$ cat src/rtl/maindec_fsm.sv
// Main control FSM for the multicycle MIPS datapath: sequences fetch/decode/
// execute/memory/writeback and drives every mux select and write enable.
module maindec_fsm #(
    parameter int CNT_W = 32
) (
    input  logic             clk,
    input  logic             rst_n,
    input  logic [5:0]       op,
    input  logic             zero,
    output logic             pc_write,
    output logic             pc_en,
    output logic             branch,
    output logic             ir_write,
    output logic             mem_write,
    output logic             reg_write,
    output logic             iord,
    output logic             mem_to_reg,
    output logic             reg_dst,
    output logic             alu_src_a,
    output logic [1:0]       alu_src_b,
    output logic [1:0]       pc_src,
    output logic [1:0]       alu_op,
    output logic [3:0]       state,
    output logic             retire,
    output logic [CNT_W-1:0] retired_cnt,
    output logic             illegal_op
);

    localparam logic [3:0] S_FETCH   = 4'd0;
    localparam logic [3:0] S_DECODE  = 4'd1;
    localparam logic [3:0] S_MEMADR  = 4'd2;
    localparam logic [3:0] S_MEMRD   = 4'd3;
    localparam logic [3:0] S_MEMWB   = 4'd4;
    localparam logic [3:0] S_MEMWR   = 4'd5;
    localparam logic [3:0] S_RTYPEEX = 4'd6;
    localparam logic [3:0] S_RTYPEWB = 4'd7;
    localparam logic [3:0] S_BEQEX   = 4'd8;
    localparam logic [3:0] S_ADDIEX  = 4'd9;
    localparam logic [3:0] S_ADDIWB  = 4'd10;
    localparam logic [3:0] S_JEX     = 4'd11;
    localparam logic [3:0] S_RST     = 4'hF;

    localparam logic [5:0] OP_RTYPE = 6'b000000;
    localparam logic [5:0] OP_LW    = 6'b100011;
    localparam logic [5:0] OP_SW    = 6'b101011;
    localparam logic [5:0] OP_BEQ   = 6'b000100;
    localparam logic [5:0] OP_ADDI  = 6'b001000;
    localparam logic [5:0] OP_J     = 6'b000010;

    logic [3:0]       state_q, state_d;
    logic [CNT_W-1:0] retired_cnt_q, retired_cnt_d;
    logic             illegal_op_q, illegal_op_d;

    // Next-state logic; op is only meaningful in DECODE and MEMADR.
    always_comb begin
        state_d      = S_FETCH;
        illegal_op_d = illegal_op_q;
        case (state_q)
            S_RST:   state_d = S_FETCH;
            S_FETCH: state_d = S_DECODE;
            S_DECODE: begin
                case (op)
                    OP_LW, OP_SW: state_d = S_MEMADR;
                    OP_RTYPE:     state_d = S_RTYPEEX;
                    OP_BEQ:       state_d = S_BEQEX;
                    OP_ADDI:      state_d = S_ADDIEX;
                    OP_J:         state_d = S_JEX;
                    default: begin
                        state_d      = S_FETCH;
                        illegal_op_d = 1'b1;
                    end
                endcase
            end
            S_MEMADR:  state_d = (op == OP_LW) ? S_MEMRD : S_MEMWR;
            S_MEMRD:   state_d = S_MEMWB;
            S_RTYPEEX: state_d = S_RTYPEWB;
            S_ADDIEX:  state_d = S_ADDIWB;
            S_MEMWB, S_MEMWR, S_RTYPEWB, S_BEQEX, S_ADDIWB, S_JEX:
                state_d = S_FETCH;
            default:   state_d = S_FETCH;
        endcase
    end

    // Moore control decode; every signal defaults low, which also covers RST.
    always_comb begin
        pc_write   = 1'b0;
        branch     = 1'b0;
        ir_write   = 1'b0;
        mem_write  = 1'b0;
        reg_write  = 1'b0;
        iord       = 1'b0;
        mem_to_reg = 1'b0;
        reg_dst    = 1'b0;
        alu_src_a  = 1'b0;
        alu_src_b  = 2'b00;
        pc_src     = 2'b00;
        alu_op     = 2'b00;
        retire     = 1'b0;
        case (state_q)
            S_FETCH: begin
                ir_write  = 1'b1;
                pc_write  = 1'b1;
                alu_src_b = 2'b01;
            end
            S_DECODE: begin
                alu_src_b = 2'b11;
            end
            S_MEMADR, S_ADDIEX: begin
                alu_src_a = 1'b1;
                alu_src_b = 2'b10;
            end
            S_MEMRD: begin
                iord = 1'b1;
            end
            S_MEMWB: begin
                reg_write  = 1'b1;
                mem_to_reg = 1'b1;
                retire     = 1'b1;
            end
            S_MEMWR: begin
                iord      = 1'b1;
                mem_write = 1'b1;
                retire    = 1'b1;
            end
            S_RTYPEEX: begin
                alu_src_a = 1'b1;
                alu_op    = 2'b10;
            end
            S_RTYPEWB: begin
                reg_write = 1'b1;
                reg_dst   = 1'b1;
                retire    = 1'b1;
            end
            S_BEQEX: begin
                alu_src_a = 1'b1;
                alu_op    = 2'b01;
                pc_src    = 2'b01;
                branch    = 1'b1;
                retire    = 1'b1;
            end
            S_ADDIWB: begin
                reg_write = 1'b1;
                retire    = 1'b1;
            end
            S_JEX: begin
                pc_write = 1'b1;
                pc_src   = 2'b10;
                retire   = 1'b1;
            end
            default: ;
        endcase
    end

    assign retired_cnt_d = retire ? retired_cnt_q + 1'b1 : retired_cnt_q;

    always_ff @(posedge clk or negedge rst_n) begin
        if (!rst_n) begin
            state_q       <= S_RST;
            retired_cnt_q <= '0;
            illegal_op_q  <= 1'b0;
        end else begin
            state_q       <= state_d;
            retired_cnt_q <= retired_cnt_d;
            illegal_op_q  <= illegal_op_d;
        end
    end

    // pc_en is the only output that looks at an input combinationally.
    assign pc_en       = pc_write | (branch & zero);
    assign state       = state_q;
    assign retired_cnt = retired_cnt_q;
    assign illegal_op  = illegal_op_q;

endmodule

$ cat config.mk
export PLATFORM = sky130hd
export DESIGN_NAME = maindec_fsm
export DESIGN_NICKNAME = d
export VERILOG_FILES = /design/src/rtl/maindec_fsm.sv
export SDC_FILE = /design/constraint.sdc
export NUM_CORES = 1
export LEC_CHECK = 0
export ABC_AREA = 1
export BUFFER_PORTS_ARGS = -buffer_cell sky130_fd_sc_hd__buf_2
export CAP_MARGIN = 20
export CORE_ASPECT_RATIO = 1.75
export CORE_MARGIN = 4
export CORE_UTILIZATION = 50
export CTS_BUF_LIST = sky130_fd_sc_hd__clkbuf_4 sky130_fd_sc_hd__clkbuf_8
export CTS_CLUSTER_SIZE = 8
export DETAILED_ROUTE_END_ITERATION = 12
export PLACE_DENSITY = 0.76
export SLEW_MARGIN = 20
export SYNTH_ARGS = -nofsm -noshare
export SYNTH_HDL_FRONTEND = slang
export SYNTH_SLANG_ARGS = --single-unit
$ cat constraint.sdc
create_clock -name clk -period 2 [get_ports clk]
set_clock_uncertainty 0.05 [all_clocks]
set_input_delay 0.5 -clock clk [delete_from_list [all_inputs] [get_ports clk]]
set_output_delay 0.5 -clock clk [all_outputs]
set_load 0.1 [all_outputs]
=== After elaboration in Yosys (flattened, before gate mapping) ===
Index checks and enable logic that the tools add are counted.

* Register bits: 37

* Bitwise logic cells: 3
* Add/subtract/negate cells: 1
* Equal/unequal tests: 16
* Reduce and logical (&&, ||, !) cells: 11
* Multiplexer cells: 16

{| class="wikitable"
|+ Operator list
! kind !! count
|-
| $add A32 B1 Y32 const B || 1
|-
| $pmux W4 S6 || 1
|-
| $pmux W4 S5 || 1
|-
| $eq A4 B3 Y1 const B || 4
|-
| $eq A4 B4 Y1 const B || 4
|-
| $eq A6 B6 Y1 const B || 2
|-
| $reduce_or A6 Y1 || 2
|-
| $mux W1 || 10
|-
| $eq A4 B2 Y1 const B || 2
|-
| $pmux W2 S2 || 2
|-
| $reduce_or A2 Y1 || 4
|-
| $eq A6 B2 Y1 const B || 1
|-
| $eq A6 B3 Y1 const B || 1
|-
| $eq A6 B4 Y1 const B || 1
|-
| $logic_not A6 Y1 || 1
|-
| $pmux W2 S3 || 1
|-
| $eq A4 B1 Y1 const B || 1
|-
| $logic_not A4 Y1 || 1
|-
| $reduce_or A4 Y1 || 1
|-
| $mux W3 || 1
|-
| $reduce_or A3 Y1 || 1
|-
| $reduce_and A2 Y1 || 1
|-
| $and A1 B1 Y1 || 1
|-
| $not A1 Y1 || 1
|-
| $or A1 B1 Y1 || 1
|}

=== Depth between registers and ports, before layout ===
* Depth after elaboration: 4
* Gate-level depth with buffers: 10

=== Least setup slack after synthesis ===
No wires, ideal clock.

* Path type: register to output
* Start: reg state_q[2] (netlist: state[2])
* End: out reg_write
* Stages on the path, launching flop included: 7
* Path buffers: 0
* Slack: -2.156 ns
* Required time: 1.450 ns
* Arrival: 3.606 ns
* Cell sequence: dfstp_2 inv_1 nor2_1 inv_1 nor2_1 nor2_1 o21ai_0

* Longest elaborated chain between the ends: 3
* Elaborated cells between the ends (all ways): 5
* Classes of those cells: eq/ne: 3; mux: 1; reduce/logical: 1

{| class="wikitable"
|+ RTL lines
! item !! RTL line !! RTL
|-
| start: declaration || 50 || <nowiki>logic [3:0] state_q, state_d;</nowiki>
|-
| start signal: assignment || 162 || <nowiki>state_q <= state_d;</nowiki>
|-
| $eq A4 B4 Y1 or $eq A4 B3 Y1 (tied branches) || 99 || <nowiki>case (state_q)</nowiki>
|-
| $reduce_or A3 Y1 (no source line) * || - ||
|-
| $mux W1 * || 99 ||
|-
| end: declaration || 15 || <nowiki>output logic reg_write,</nowiki>
|}

Every way passes the cells marked *; elsewhere a longest branch is shown, timed or not.

=== Worst setup path after layout ===
* Start: reg state_q[3] (netlist: state[3])
* End: out reg_write

The elaborated chain is that of the path after synthesis.

==> results.toml <==
[grt]
grt_pass1_wl_mm = 11.7
overflow = 0
antenna_found_initial = 0
grt_pass1_vias = 2513
grt_max_degree = 23
gr-usage-all-layers_pct = 25.4

[power_and_ir_drop]
p_total_mw = 4.07
peakVddDrop_uv = 1870
powerDensity_nw_per_um2 = 1070
p_leak_nw = 1.76

[timing]
final.setup.tns_ns = -3.13
max_freq_ghz = 0.445
setup_viol = 18
final-max-slew-violation-count = 0
rsz0062_at_grt = "yes"
hold_viol = 0
worst_slack_ns = -0.247
max_slew_margin_pct = 66.8
finalCritPeriodShare_pct = 112
worst_pin_slew_ns = 0.502
min_period_ns = 2.25
hold_slack_ns = 0.0701

[die]
core_area_um2 = 4750
io_pins = 63
start_util_pct = 52.0
row_count = 33
die_h_um = 101
die_area_um2 = 6170
die_w_um = 61.1

[synth]
syn_nets = 380
synth_edf_count = 0
ys.flop_type = "dfrtp_1"
yosys.cell_types.count = 28
synth_warnings = 0
ys_ff_latch = 37
ys_seq_area_share_pct = 37.7
async_reset_ff_share_pct = 100
syn_avg_cell_area_um2 = 6.67
syn_area_um2 = 2470
synth_cells = 370

[clocking]
cts_inserted_buffers = 5
path_clk_slew_ns = 0.08
cts_tree = "yes"
clk_latency_ns = 0.30
cts-root-buf = "clkbuf_8"
cts_max_level = 2
holdBufCountCts = 0
clock-sinks = 37
cts.path.max_buffers = 2

[worst_setup_path]
path_buf_inv = 3
critPathKind = "flip-flop to output port"
cp_cell_sequence = "buf_6, nor2_4, inv_4, nor2_4, nor2_4, o21ai_4, buf_12"
worstRegToRegCells = 11
cp_max_fo = 5
reg2reg_to = "retired_cnt[8]"
worst_setup_path_end_kind = "output port"
path_common_cell = "nor2_4"
start_kind = "flip-flop"
cpMaxStageDelayCell = "dfstp_4"
arrival_ns = 1.70
crit_path_max_incr_delay_ns = 0.64
reg2reg_slack_ns = 0
cp.required_ns = 1.45
critPathTopFamily = "flip-flops"
timing.rr.start = "state[3]"

[drt]
via_per_inst = 5.12
firstDrtPassIters = 4
routedWlPerCell_um = 14.6
drc = 0
num_vias = 2659
drt_first_iter_violations = 147
routed_wl_mm = 7.60
ant_nets = 0

[status]
status = "complete, but fails checks"
violations = "setup timing"

[layout]
stdcell_count = 519
syn_to_final_growth_pct = 53.9
diodes = 0
utilization_pct = 80.0
final_net_count = 476
drive_gt1_share_pct = 38.8

[place]
place_congestion = 0.960
place_hpwl_mm = 5.63
port_buffers = 62
dp_cells = 498

[min_path]
hp-class = "input port to async pin"

[run]
max_cap_viol_count = 0
## where the power goes
group	internal, mW	total, mW	switching (mW)
Clock	0.311	0.573	0.262
Sequential	0.835	0.928	0.0929
Combinational	0.855	2.56	1.71
## Yosys cell counts, types with 3 or more instances
cell,count,area (um^2)
dfstp_2,4,105
nand4_1,6,37.5
nand3_1,20,100
xor2_1,6,52.6
xnor2_1,9,78.8
nand2_2,4,25.0
nor2_4,4,45.0
nor2_2,3,18.8
o21ai_0,9,45.0
dfrtp_1,33,826
nand2_1,140,526
nor2_1,67,251
inv_1,45,169
## registers in the layout, indices dropped and copies added, names as in the netlist
signal	flops
retired_cnt	32
state	4
illegal_op	1
## metrics by stage
step / cell area, um^2 / worst slack [ns]
2_1_floorplan: 2640 / -0.954
3_3_place_gp: 3390 / 0.0210
3_5_place_dp: 3390 / 0.00417
4_1_cts: 3630 / -0.213
5_1_grt: 3800 / -0.311
6_report: 3800 / -0.247
## worst max path at each step
stage | end | startpoint | cells past startpoint
after floorplan | alu_src_a | state[2] | 6
after global routing | alu_src_a | state[2] | 6
after CTS | reg_write | state[2] | 7
final | reg_write | state[3] | 7
after detailed placement | alu_src_a | state[3] | 7
after global placement | reg_write | state[3] | 7
## cells in the final DEF (no fill, tap or decap), types with 2 or more instances in the layout
cell        netlist  layout
nand2_1         140     136
nor2_1           67      51
buf_2             0      42
inv_1            45      30
buf_12            0      21
dfrtp_1          33      18
nor2_4            4      17
nand3_1          20      17
dfrtp_2           0      15
buf_6             0      14
buf_4             2      13
inv_2             2      10
xnor2_1           9       9
clkbuf_8          0       7
nand4_1           6       6
nor2_2            3       6
xor2_1            6       6
inv_4             0       5
o21ai_0           9       5
nand2_4           1       4
nand3_4           2       4
dfstp_4           0       4
nand2_8           0       3
clkinvlp_4        0       2
nor3_1            2       2
o21ai_4           0       2
nand2_2           4       2
nand4_4           1       2
o21ai_2           0       2
clkbuf_4          0       2
## final cells by class
type | count | area (um^2)
tap | 52 | 65.1
fill | 330 | 948
clock inverter | 1 | 5.00
clock buffer | 7 | 96.3
timing repair buffer | 92 | 901
inverter | 47 | 196
sequential | 37 | 965
multi-input combinational | 283 | 1570
## per-layer routing
metal	wire length, um	vias to the layer above	track usage, %
met1	2730	1229	26.6
li1	-	1322	-
met2	4250	85	46.8
met5	0	-	0
met4	288	0	11.4
met3	335	23	3.97
## cells by family (layout without fill, tap and decap cells)
family	after synthesis	after routing	share of synthesized area, %
AO/OA/AOI/OAI	11	11	2.23
adder cells (fa/ha/maj)	1	1	0.507
buffers and inverters	50	147	8.36
flip-flops	37	37	37.7
AND/OR/NAND/NOR	256	256	45.9
XOR/XNOR	15	15	5.32
## timing repair
item,in CTS,in global routing
pin swaps,12,4
endpoints found under the setup margin,17,25
setup buffers,5,8
gates cloned,0,0
resized for setup,33,25
Power figures use the tool's default switching activity.
